`src/rtl/lcd_timing_gen_if.sv`:
```
// ----------------------------------------------------------------------------
// lcd_timing_gen_if
//   Bundle of the LCD timing generator's run control and panel/pixel outputs.
//
//   Enable       run enable; low acts as a soft reset of the timing
//   LCD_HSYNC    horizontal sync (polarity set by the generator's SYNC_POL)
//   LCD_VSYNC    vertical sync
//   LCD_DE       panel data enable
//   Pixel_X      column of the pixel currently requested (11 bits)
//   Pixel_Y      row of the pixel currently requested (10 bits)
//   Pixel_Req    Pixel_X/Pixel_Y name a visible pixel
//   Frame_Start  one-cycle pulse with the request for pixel (0,0)
//   Line_Start   one-cycle pulse with the request for X=0 of a visible line
//
//   master : the timing generator
//   slave  : the consumer (pixel source / panel side)
// ----------------------------------------------------------------------------
interface lcd_timing_gen_if;
  logic        Enable;
  logic        LCD_HSYNC;
  logic        LCD_VSYNC;
  logic        LCD_DE;
  logic [10:0] Pixel_X;
  logic [9:0]  Pixel_Y;
  logic        Pixel_Req;
  logic        Frame_Start;
  logic        Line_Start;

  modport master (
    input  Enable,
    output LCD_HSYNC, LCD_VSYNC, LCD_DE,
    output Pixel_X, Pixel_Y, Pixel_Req, Frame_Start, Line_Start
  );

  modport slave (
    output Enable,
    input  LCD_HSYNC, LCD_VSYNC, LCD_DE,
    input  Pixel_X, Pixel_Y, Pixel_Req, Frame_Start, Line_Start
  );
endinterface

```
`src/rtl/lcd_timing_gen.sv`:
```
// ----------------------------------------------------------------------------
// lcd_timing_gen
//   Raster timing generator for a parallel RGB LCD panel. A horizontal
//   counter runs 0..H_TOTAL-1 and a vertical counter advances on each
//   horizontal wrap, 0..V_TOTAL-1. Each axis is laid out ACTIVE, FP, SYNC, BP.
//   Every output is registered from the counter state present at the edge,
//   so the first edge after reset release produces pixel (0,0).
//
// Ports
//   PixelClk  pixel clock, sole clock
//   nRST      synchronous active-low reset
//   lcd       lcd_timing_gen_if.master: Enable in; syncs, DE, pixel
//             coordinates, Pixel_Req, Frame_Start, Line_Start out
//
// Configuration
//   LCD_TIMING_LOOKAHEAD_EN  when defined, LCD_DE/LCD_HSYNC/LCD_VSYNC pass
//     through two extra register stages so the pixel request leads the panel
//     timing by exactly two cycles (covers a 2-cycle synchronous image read).
//     When undefined, LCD_DE equals Pixel_Req in the same cycle and the syncs
//     are aligned with the coordinates.
//
// Parameters must satisfy H_TOTAL <= 2048, V_TOTAL <= 1024, each >= 1.
// ----------------------------------------------------------------------------
module lcd_timing_gen #(
  parameter int H_ACTIVE = 800,
  parameter int H_FP     = 210,
  parameter int H_SYNC   = 20,
  parameter int H_BP     = 26,
  parameter int V_ACTIVE = 480,
  parameter int V_FP     = 22,
  parameter int V_SYNC   = 3,
  parameter int V_BP     = 20,
  parameter int SYNC_POL = 0
) (
  input  logic             PixelClk,
  input  logic             nRST,
  lcd_timing_gen_if.master lcd
);

  localparam int H_TOTAL = H_ACTIVE + H_FP + H_SYNC + H_BP;
  localparam int V_TOTAL = V_ACTIVE + V_FP + V_SYNC + V_BP;

  // Phase boundaries; each *_END is the first position past that phase.
  localparam logic [10:0] H_LAST     = 11'(H_TOTAL - 1);
  localparam logic [10:0] H_ACT_END  = 11'(H_ACTIVE);
  localparam logic [10:0] H_SYNC_BEG = 11'(H_ACTIVE + H_FP);
  localparam logic [10:0] H_SYNC_END = 11'(H_ACTIVE + H_FP + H_SYNC);
  localparam logic [9:0]  V_LAST     = 10'(V_TOTAL - 1);
  localparam logic [9:0]  V_ACT_END  = 10'(V_ACTIVE);
  localparam logic [9:0]  V_SYNC_BEG = 10'(V_ACTIVE + V_FP);
  localparam logic [9:0]  V_SYNC_END = 10'(V_ACTIVE + V_FP + V_SYNC);

  localparam logic SYNC_ACT  = (SYNC_POL != 0) ? 1'b1 : 1'b0;
  localparam logic SYNC_IDLE = ~SYNC_ACT;

  if ((H_TOTAL > 2048) || (V_TOTAL > 1024) ||
      (H_ACTIVE < 1) || (H_FP < 1) || (H_SYNC < 1) || (H_BP < 1) ||
      (V_ACTIVE < 1) || (V_FP < 1) || (V_SYNC < 1) || (V_BP < 1)) begin : g_bad_params
    $error("lcd_timing_gen: timing parameters out of range");
  end

  // Counter state
  logic [10:0] h_r;
  logic [9:0]  v_r;

  // Combinational next state / decode
  logic [10:0] h_nxt_s;
  logic [9:0]  v_nxt_s;
  logic        vis_s;
  logic [10:0] x_nxt_s;
  logic [9:0]  y_nxt_s;
  logic        fs_nxt_s;
  logic        ls_nxt_s;
  logic        hs_nxt_s;
  logic        vs_nxt_s;

  // Registered outputs
  logic        req_r;
  logic [10:0] x_r;
  logic [9:0]  y_r;
  logic        fs_r;
  logic        ls_r;
  logic        de_r;
  logic        hs_r;
  logic        vs_r;

  // Soft reset: either the hard reset or a dropped Enable restarts the raster.
  logic        clr_s;
  assign clr_s = (!nRST) || (!lcd.Enable);

  // Counter advance: h wraps at H_TOTAL, v steps once per h wrap.
  always_comb begin
    h_nxt_s = h_r;
    v_nxt_s = v_r;
    if (h_r == H_LAST) begin
      h_nxt_s = 11'd0;
      if (v_r == V_LAST) begin
        v_nxt_s = 10'd0;
      end else begin
        v_nxt_s = v_r + 10'd1;
      end
    end else begin
      h_nxt_s = h_r + 11'd1;
      v_nxt_s = v_r;
    end
  end

  // Decode of the current position into the values registered this edge.
  always_comb begin
    vis_s    = (h_r < H_ACT_END) && (v_r < V_ACT_END);
    x_nxt_s  = 11'd0;
    y_nxt_s  = 10'd0;
    fs_nxt_s = 1'b0;
    ls_nxt_s = 1'b0;
    if (vis_s) begin
      x_nxt_s  = h_r;
      y_nxt_s  = v_r;
      ls_nxt_s = (h_r == 11'd0);
      fs_nxt_s = (h_r == 11'd0) && (v_r == 10'd0);
    end else begin
      x_nxt_s  = 11'd0;
      y_nxt_s  = 10'd0;
      ls_nxt_s = 1'b0;
      fs_nxt_s = 1'b0;
    end
    // VSYNC depends on v only, so it switches on the edge that emits h=0.
    if ((h_r >= H_SYNC_BEG) && (h_r < H_SYNC_END)) begin
      hs_nxt_s = SYNC_ACT;
    end else begin
      hs_nxt_s = SYNC_IDLE;
    end
    if ((v_r >= V_SYNC_BEG) && (v_r < V_SYNC_END)) begin
      vs_nxt_s = SYNC_ACT;
    end else begin
      vs_nxt_s = SYNC_IDLE;
    end
  end

  // Counters and first output register stage.
  always_ff @(posedge PixelClk) begin
    if (clr_s) begin
      h_r   <= 11'd0;
      v_r   <= 10'd0;
      req_r <= 1'b0;
      x_r   <= 11'd0;
      y_r   <= 10'd0;
      fs_r  <= 1'b0;
      ls_r  <= 1'b0;
      de_r  <= 1'b0;
      hs_r  <= SYNC_IDLE;
      vs_r  <= SYNC_IDLE;
    end else begin
      h_r   <= h_nxt_s;
      v_r   <= v_nxt_s;
      req_r <= vis_s;
      x_r   <= x_nxt_s;
      y_r   <= y_nxt_s;
      fs_r  <= fs_nxt_s;
      ls_r  <= ls_nxt_s;
      de_r  <= vis_s;
      hs_r  <= hs_nxt_s;
      vs_r  <= vs_nxt_s;
    end
  end

  assign lcd.Pixel_Req   = req_r;
  assign lcd.Pixel_X     = x_r;
  assign lcd.Pixel_Y     = y_r;
  assign lcd.Frame_Start = fs_r;
  assign lcd.Line_Start  = ls_r;

`ifdef LCD_TIMING_LOOKAHEAD_EN
  logic de_d1_r;
  logic de_d2_r;
  logic hs_d1_r;
  logic hs_d2_r;
  logic vs_d1_r;
  logic vs_d2_r;

  // Two-stage delay of the panel timing so pixel data fetched on the request has time to arrive.
  always_ff @(posedge PixelClk) begin
    if (clr_s) begin
      de_d1_r <= 1'b0;
      de_d2_r <= 1'b0;
      hs_d1_r <= SYNC_IDLE;
      hs_d2_r <= SYNC_IDLE;
      vs_d1_r <= SYNC_IDLE;
      vs_d2_r <= SYNC_IDLE;
    end else begin
      de_d1_r <= de_r;
      de_d2_r <= de_d1_r;
      hs_d1_r <= hs_r;
      hs_d2_r <= hs_d1_r;
      vs_d1_r <= vs_r;
      vs_d2_r <= vs_d1_r;
    end
  end

  assign lcd.LCD_DE    = de_d2_r;
  assign lcd.LCD_HSYNC = hs_d2_r;
  assign lcd.LCD_VSYNC = vs_d2_r;
`else
  assign lcd.LCD_DE    = de_r;
  assign lcd.LCD_HSYNC = hs_r;
  assign lcd.LCD_VSYNC = vs_r;
`endif

endmodule

```
`src/flat_wrapper.sv`:
```
// flat-port wrapper written by rule: the top's interface ports become plain ports
module lcd_timing_gen_flat 
#(
  parameter int H_ACTIVE = 800,
  parameter int H_FP     = 210,
  parameter int H_SYNC   = 20,
  parameter int H_BP     = 26,
  parameter int V_ACTIVE = 480,
  parameter int V_FP     = 22,
  parameter int V_SYNC   = 3,
  parameter int V_BP     = 20,
  parameter int SYNC_POL = 0
)
  (PixelClk, nRST, lcd_Enable, lcd_LCD_HSYNC, lcd_LCD_VSYNC, lcd_LCD_DE, lcd_Pixel_X, lcd_Pixel_Y, lcd_Pixel_Req, lcd_Frame_Start, lcd_Line_Start);
  lcd_timing_gen_if lcd_i ();
  input  logic PixelClk;
  input  logic nRST;
  input wire logic [$bits(lcd_i.Enable)-1:0] lcd_Enable;
  output wire logic [$bits(lcd_i.LCD_HSYNC)-1:0] lcd_LCD_HSYNC;
  output wire logic [$bits(lcd_i.LCD_VSYNC)-1:0] lcd_LCD_VSYNC;
  output wire logic [$bits(lcd_i.LCD_DE)-1:0] lcd_LCD_DE;
  output wire logic [$bits(lcd_i.Pixel_X)-1:0] lcd_Pixel_X;
  output wire logic [$bits(lcd_i.Pixel_Y)-1:0] lcd_Pixel_Y;
  output wire logic [$bits(lcd_i.Pixel_Req)-1:0] lcd_Pixel_Req;
  output wire logic [$bits(lcd_i.Frame_Start)-1:0] lcd_Frame_Start;
  output wire logic [$bits(lcd_i.Line_Start)-1:0] lcd_Line_Start;
  assign lcd_i.Enable = lcd_Enable;
  assign lcd_LCD_HSYNC = lcd_i.LCD_HSYNC;
  assign lcd_LCD_VSYNC = lcd_i.LCD_VSYNC;
  assign lcd_LCD_DE = lcd_i.LCD_DE;
  assign lcd_Pixel_X = lcd_i.Pixel_X;
  assign lcd_Pixel_Y = lcd_i.Pixel_Y;
  assign lcd_Pixel_Req = lcd_i.Pixel_Req;
  assign lcd_Frame_Start = lcd_i.Frame_Start;
  assign lcd_Line_Start = lcd_i.Line_Start;
  lcd_timing_gen #(.H_ACTIVE(H_ACTIVE), .H_FP(H_FP), .H_SYNC(H_SYNC), .H_BP(H_BP), .V_ACTIVE(V_ACTIVE), .V_FP(V_FP), .V_SYNC(V_SYNC), .V_BP(V_BP), .SYNC_POL(SYNC_POL)) u_core (.PixelClk(PixelClk), .nRST(nRST), .lcd(lcd_i));
endmodule
```
`config.mk`:
```
export PLATFORM = sky130hd
export DESIGN_NAME = lcd_timing_gen_flat
export DESIGN_NICKNAME = d
export VERILOG_FILES = /design/src/rtl/lcd_timing_gen_if.sv /design/src/rtl/lcd_timing_gen.sv /design/src/flat_wrapper.sv
export SDC_FILE = /design/constraint.sdc
export NUM_CORES = 1
export LEC_CHECK = 0
export CAP_MARGIN = 20
export CORE_UTILIZATION = 45
export DETAILED_ROUTE_END_ITERATION = 12
export GPL_TIMING_DRIVEN = 0
export PLACE_DENSITY = 0.76
export SETUP_SLACK_MARGIN = 0.15
export SLEW_MARGIN = 20
export SYNTH_ARGS = -nofsm -noshare
export SYNTH_HDL_FRONTEND = slang
export SYNTH_SLANG_ARGS = --single-unit
```
`constraint.sdc`:
```
create_clock -name PixelClk -period 2.3 [get_ports PixelClk]
set_clock_uncertainty 0.1 [all_clocks]
set_input_delay 0.345 -clock PixelClk [delete_from_list [all_inputs] [get_ports PixelClk]]
set_output_delay 0.345 -clock PixelClk [all_outputs]
set_load 0.005 [all_outputs]
```
# Word level (Yosys, flattened, before mapping)
# Cells that the tools add are included.
[totals] ram_bits=0 romBits=0 elab_cells=34 in_bits=3 ff_bits=47 latch_bits=0 memories=0
[classes] n_shift=0 bitwise_logic=1 muxes=3 n_addsub=2 n_reduce_logical=11 n_eq_ne=2 div_mod_pow=0 order_cmp=6 mul=0
[ops] cell="$lt A10 B9 Y1 const B" count=2
[ops] cell="$add A11 B1 Y11 const B" count=1
[ops] cell="$eq A11 B11 Y1 const B" count=1
[ops] cell="$ge A11 B10 Y1 const B" count=1
[ops] cell="$logic_not A11 Y1" count=1
[ops] cell="$lt A11 B10 Y1 const B" count=1
[ops] cell="$lt A11 B11 Y1 const B" count=1
[ops] cell="$add A10 B1 Y10 const B" count=1
[ops] cell="$eq A10 B10 Y1 const B" count=1
[ops] cell="$ge A10 B9 Y1 const B" count=1
[ops] cell="$logic_not A10 Y1" count=1
[ops] cell="$mux W10" count=1
[ops] cell="$logic_and A1 B1 Y1" count=4
[ops] cell="$reduce_or A2 Y1" count=2
[ops] cell="$logic_not A1 Y1" count=2
[ops] cell="$mux W1" count=2
[ops] cell="$logic_or A1 B1 Y1" count=1
[ops] cell="$not A1 Y1" count=1

# Logic depth before layout (Yosys ltp)
[logic_depth] word_depth=4 depth_mapped=6 mapped_depth_nobuf=6

# Least setup slack after synthesis
# Ideal clock, no wire load.
[synth_path] kind="flip-flop to flip-flop" startpoint="register u_core.h_r[1]" endpoint="register u_core.v_r[7]" arrival_time_ns=1.574 stages_incl_launch_ff=6 synth_period_minus_slack_ns=1.744 path_slack_ns=0.556 n_path_buf=0 setup_time_ns=0.070 required_time_ns=2.130 cell_sequence="dfxtp_1 > ha_1 > and4_4 > nand3_4 > or4b_1 > a21oi_1"
[synth_via] elab_chain_cells=1
[synth_rtl] item="start, declared" line="lcd_timing_gen.sv:63" rtl="logic [10:0] h_r;"
[synth_rtl] item="start signal, assigned" line="lcd_timing_gen.sv:153" rtl="h_r <= h_nxt_s;"
[synth_rtl] item="$eq A11 B11 Y1" line="lcd_timing_gen.sv:95" rtl="if (h_r == H_LAST) begin"
[synth_rtl] item="end signal, assigned" line="lcd_timing_gen.sv:154" rtl="v_r <= v_nxt_s;"
[synth_rtl] item="end, declared" line="lcd_timing_gen.sv:64" rtl="logic [9:0] v_r;"
# No other way between the ends.
# A chain may end at the register's enable or synchronous reset.

# Final worst setup path
[layout_path] startpoint="register u_core.h_r[1]" endpoint="register u_core.v_r[8]"
# The elaborated chain is that of the path after synthesis.

==> results.md <==
* Status: finished, final reports clean
* Leading area contributor after synthesis: dfxtp_1
* Row cnt at 23
* Die Span Y at around 67 microns
* CTS Buf Count at 5
* CTS tree: done
* Area of the core at 4000 sq um
* Critical Path Fanout Max at 7
* DR iter-0 viols at 63
* Die W at approximately 67 microns
* Number of synthesized register bits at 47
* Area Overhead vs Synth at 23.3%
* CTS root buf: clkbuf_8
* Critical Path AT at ~2.1 ns
* Initial antenna violation count at 0
* Tcrit/Tclk final at 0.860
* Cell area after synthesis at 1880 sq um
* HP Class: reg2reg
* Drt drc at 0
* Ports at 30
* RSZ-0062 raised after global routing: no
* Setup Total Neg Slack at 0 ns
* Most frequent cells in the layout: dfxtp_1, clkdlybuf4s50_1, nor2_1, and2_1, nand2_1
* DR vias at 1400
* Post-synth ARST share at 0
* Overall power at 1.34 mW
* Synth area leaders: dfxtp_1, and2_1, nor2_1, ha_1, xnor2_1
* Max Cap Viol at 0
* Number of library cell types mapped by synthesis at 45
* Ant. Diodes at 0
* Synth Area in Compound Gates at 0.0606
* EDFF count, synth at 0
* HPWL Detailed at about 2400 microns
* I/O Buffers at 29
* Max IR drop VDD at about 0.00036 V
* Total track usage at 0.178
* Largest net degree at the start of global routing at 14
* Finish-stage setup viols at 0
* Sequential area share after synthesis at 0.501
* Clock sink count at 47
* Routability Congestion at approximately 0.87
* Remaining antenna violation count at 0
* Pleak at 0.841 nW
* Via density at 5.02
* Die area at approximately 4400 sq um
* Aggregate global routing overflow at 0
* Largest family of logic cells by synthesized area: simple AND/OR/NAND/NOR gates
* Clock buffer depth at 2
* CP Class: reg2reg
* Wire per inst at 12.3 microns
* CTS resizes at 0
* # nets final at around 240
* Commonest non-fill, non-tap cell in the layout: dfxtp_1
* Crit. End Element: flip-flop
* Finished Layout Cells at between 200 and 300
* Pwr dens at a little under 600 nW/um^2
* Worst skew pair latency at 0.30 ns
* Syn Inst Count at around 190
* Post-Syn Area per Cell at 9.83 sq um
* Reg-to-reg slack, setup at roughly 0.32 ns
* Multiplexer share of the synthesized area at 0
* Starting Density at 0.470
* Setup bufs post-CTS at 0
* Number of H-tree levels at 2
* First-pass GRT wire length at about 5800 microns
* Top cell type's share of synthesized area at 0.501
* Yosys warns at 0
* Final-report hold violation count at 0
* Share of cells above drive strength 1 at 0.122
* Final wirelength at between 3000 and 4000 microns
* Simple-Gate Fraction of Synth Area at 0.299
* F_max at roughly 510 MHz
* Setup crit start kind: flip-flop
* Tmin final at 1.98 ns
* Cts hold-fix bufs at 0
* Dpl cells at 271
* Drt pass-1 iters at 8
* WP data required at approximately 2.4 ns
* Adder-Cell Fraction of Synth Area at 0.0333
* Prevailing post-synth register cell: dfxtp_1
* Synth Area in XOR/XNOR at 0.0560
* Worst-path clk slew at 0.08 ns
* Slew Limit Fails at 0
* Vias in the first global route at approximately 1300
[metrics by stage]
step / hold WS (ns) / instance area, sq um / util / worst slack [ns]
floorplan: 0.333 / 1880 / - / 0.556
CTS: 0.392 / 2320 / 0.579 / 0.345
global route: 0.433 / 2320 / 0.579 / 0.160
detailed placement: 0.373 / 2230 / 0.559 / 0.110
global placement: 0.361 / 2230 / 0.559 / 0.156
finish: 0.393 / 2320 / 0.579 / 0.322
[final cells by class]
cell class	instances	area, sq um
multi-input combinational	128	851
fill	354	1680
sequential	47	941
timing repair buffer	29	290
clock inverter	1	5.00
tap	50	62.6
clock buffer	7	76.3
buffer	9	60.1
inverter	8	30.0
[synth_stat cells (2+ instances only)]
library cell,number
nand2_1,12
or4_1,3
nor2_1,20
and3_1,3
inv_1,8
a21oi_1,7
o31ai_1,2
buf_6,2
nor4_1,3
buf_2,6
xnor2_1,7
nand3_1,7
nor3_1,5
nand4_1,4
xor2_1,5
and2_1,18
ha_1,5
dfxtp_1,47
[routing by layer]
| layer | wire length (microns) | up-vias | global-route usage |
|---|---|---|---|
| li1 | - | 724 | - |
| met1 | 1700 | 636 | 0.230 |
| met2 | 1510 | 33 | 0.268 |
| met3 | 133 | 7 | 0.0514 |
| met4 | 75 | 0 | 0.0878 |
| met5 | 0 | - | 0 |
[final timing paths]
kind / startpoint / endpoint / depth (start not counted)
worst max-delay path: u_core.h_r[1] / u_core.v_r[8] / 5
worst min-delay path: u_core.h_r[0] / u_core.h_r[0] / 1
worst max register to register: u_core.h_r[1] / u_core.v_r[8] / 5
worst min register to register: u_core.h_r[0] / u_core.h_r[0] / 1
[sequential cells by signal, summed over array words and instances (netlist names)]
| register | count |
|---|---|
| u_core.h_r | 11 |
| u_core.lcd.Frame_Start | 1 |
| u_core.lcd.LCD_HSYNC | 1 |
| u_core.lcd.LCD_VSYNC | 1 |
| u_core.lcd.Line_Start | 1 |
| u_core.lcd.Pixel_Req | 1 |
| u_core.lcd.Pixel_X | 11 |
| u_core.lcd.Pixel_Y | 10 |
| u_core.v_r | 10 |
[critical path, cell delays in order, from the launching register on]
cell and delay, ns:
dfxtp_1 0.41, ha_1 0.28, and4_4 0.31, nand4_2 0.21, or4_1 0.45, a21oi_1 0.15
[logic make-up (layout without fill, tap and decap cells)]
group           count (synthesis)  in the layout
flops                          47             47
buf+inv                        17             54
fa+ha+maj                       5              5
simple gates                   92             92
compound gates                 17             17
other cells                     1              2
xor+xnor                       12             12
[report_power, final]
| group | switching, mW | total (mW) | internal [mW] | leakage (nW) |
|---|---|---|---|---|
| clock network | 0.258 | 0.472 | 0.213 | 0.0422 |
| logic | 0.0215 | 0.0447 | 0.0232 | 0.418 |
| registers | 0.00364 | 0.824 | 0.820 | 0.380 |
Power figures use the tool's default switching activity.
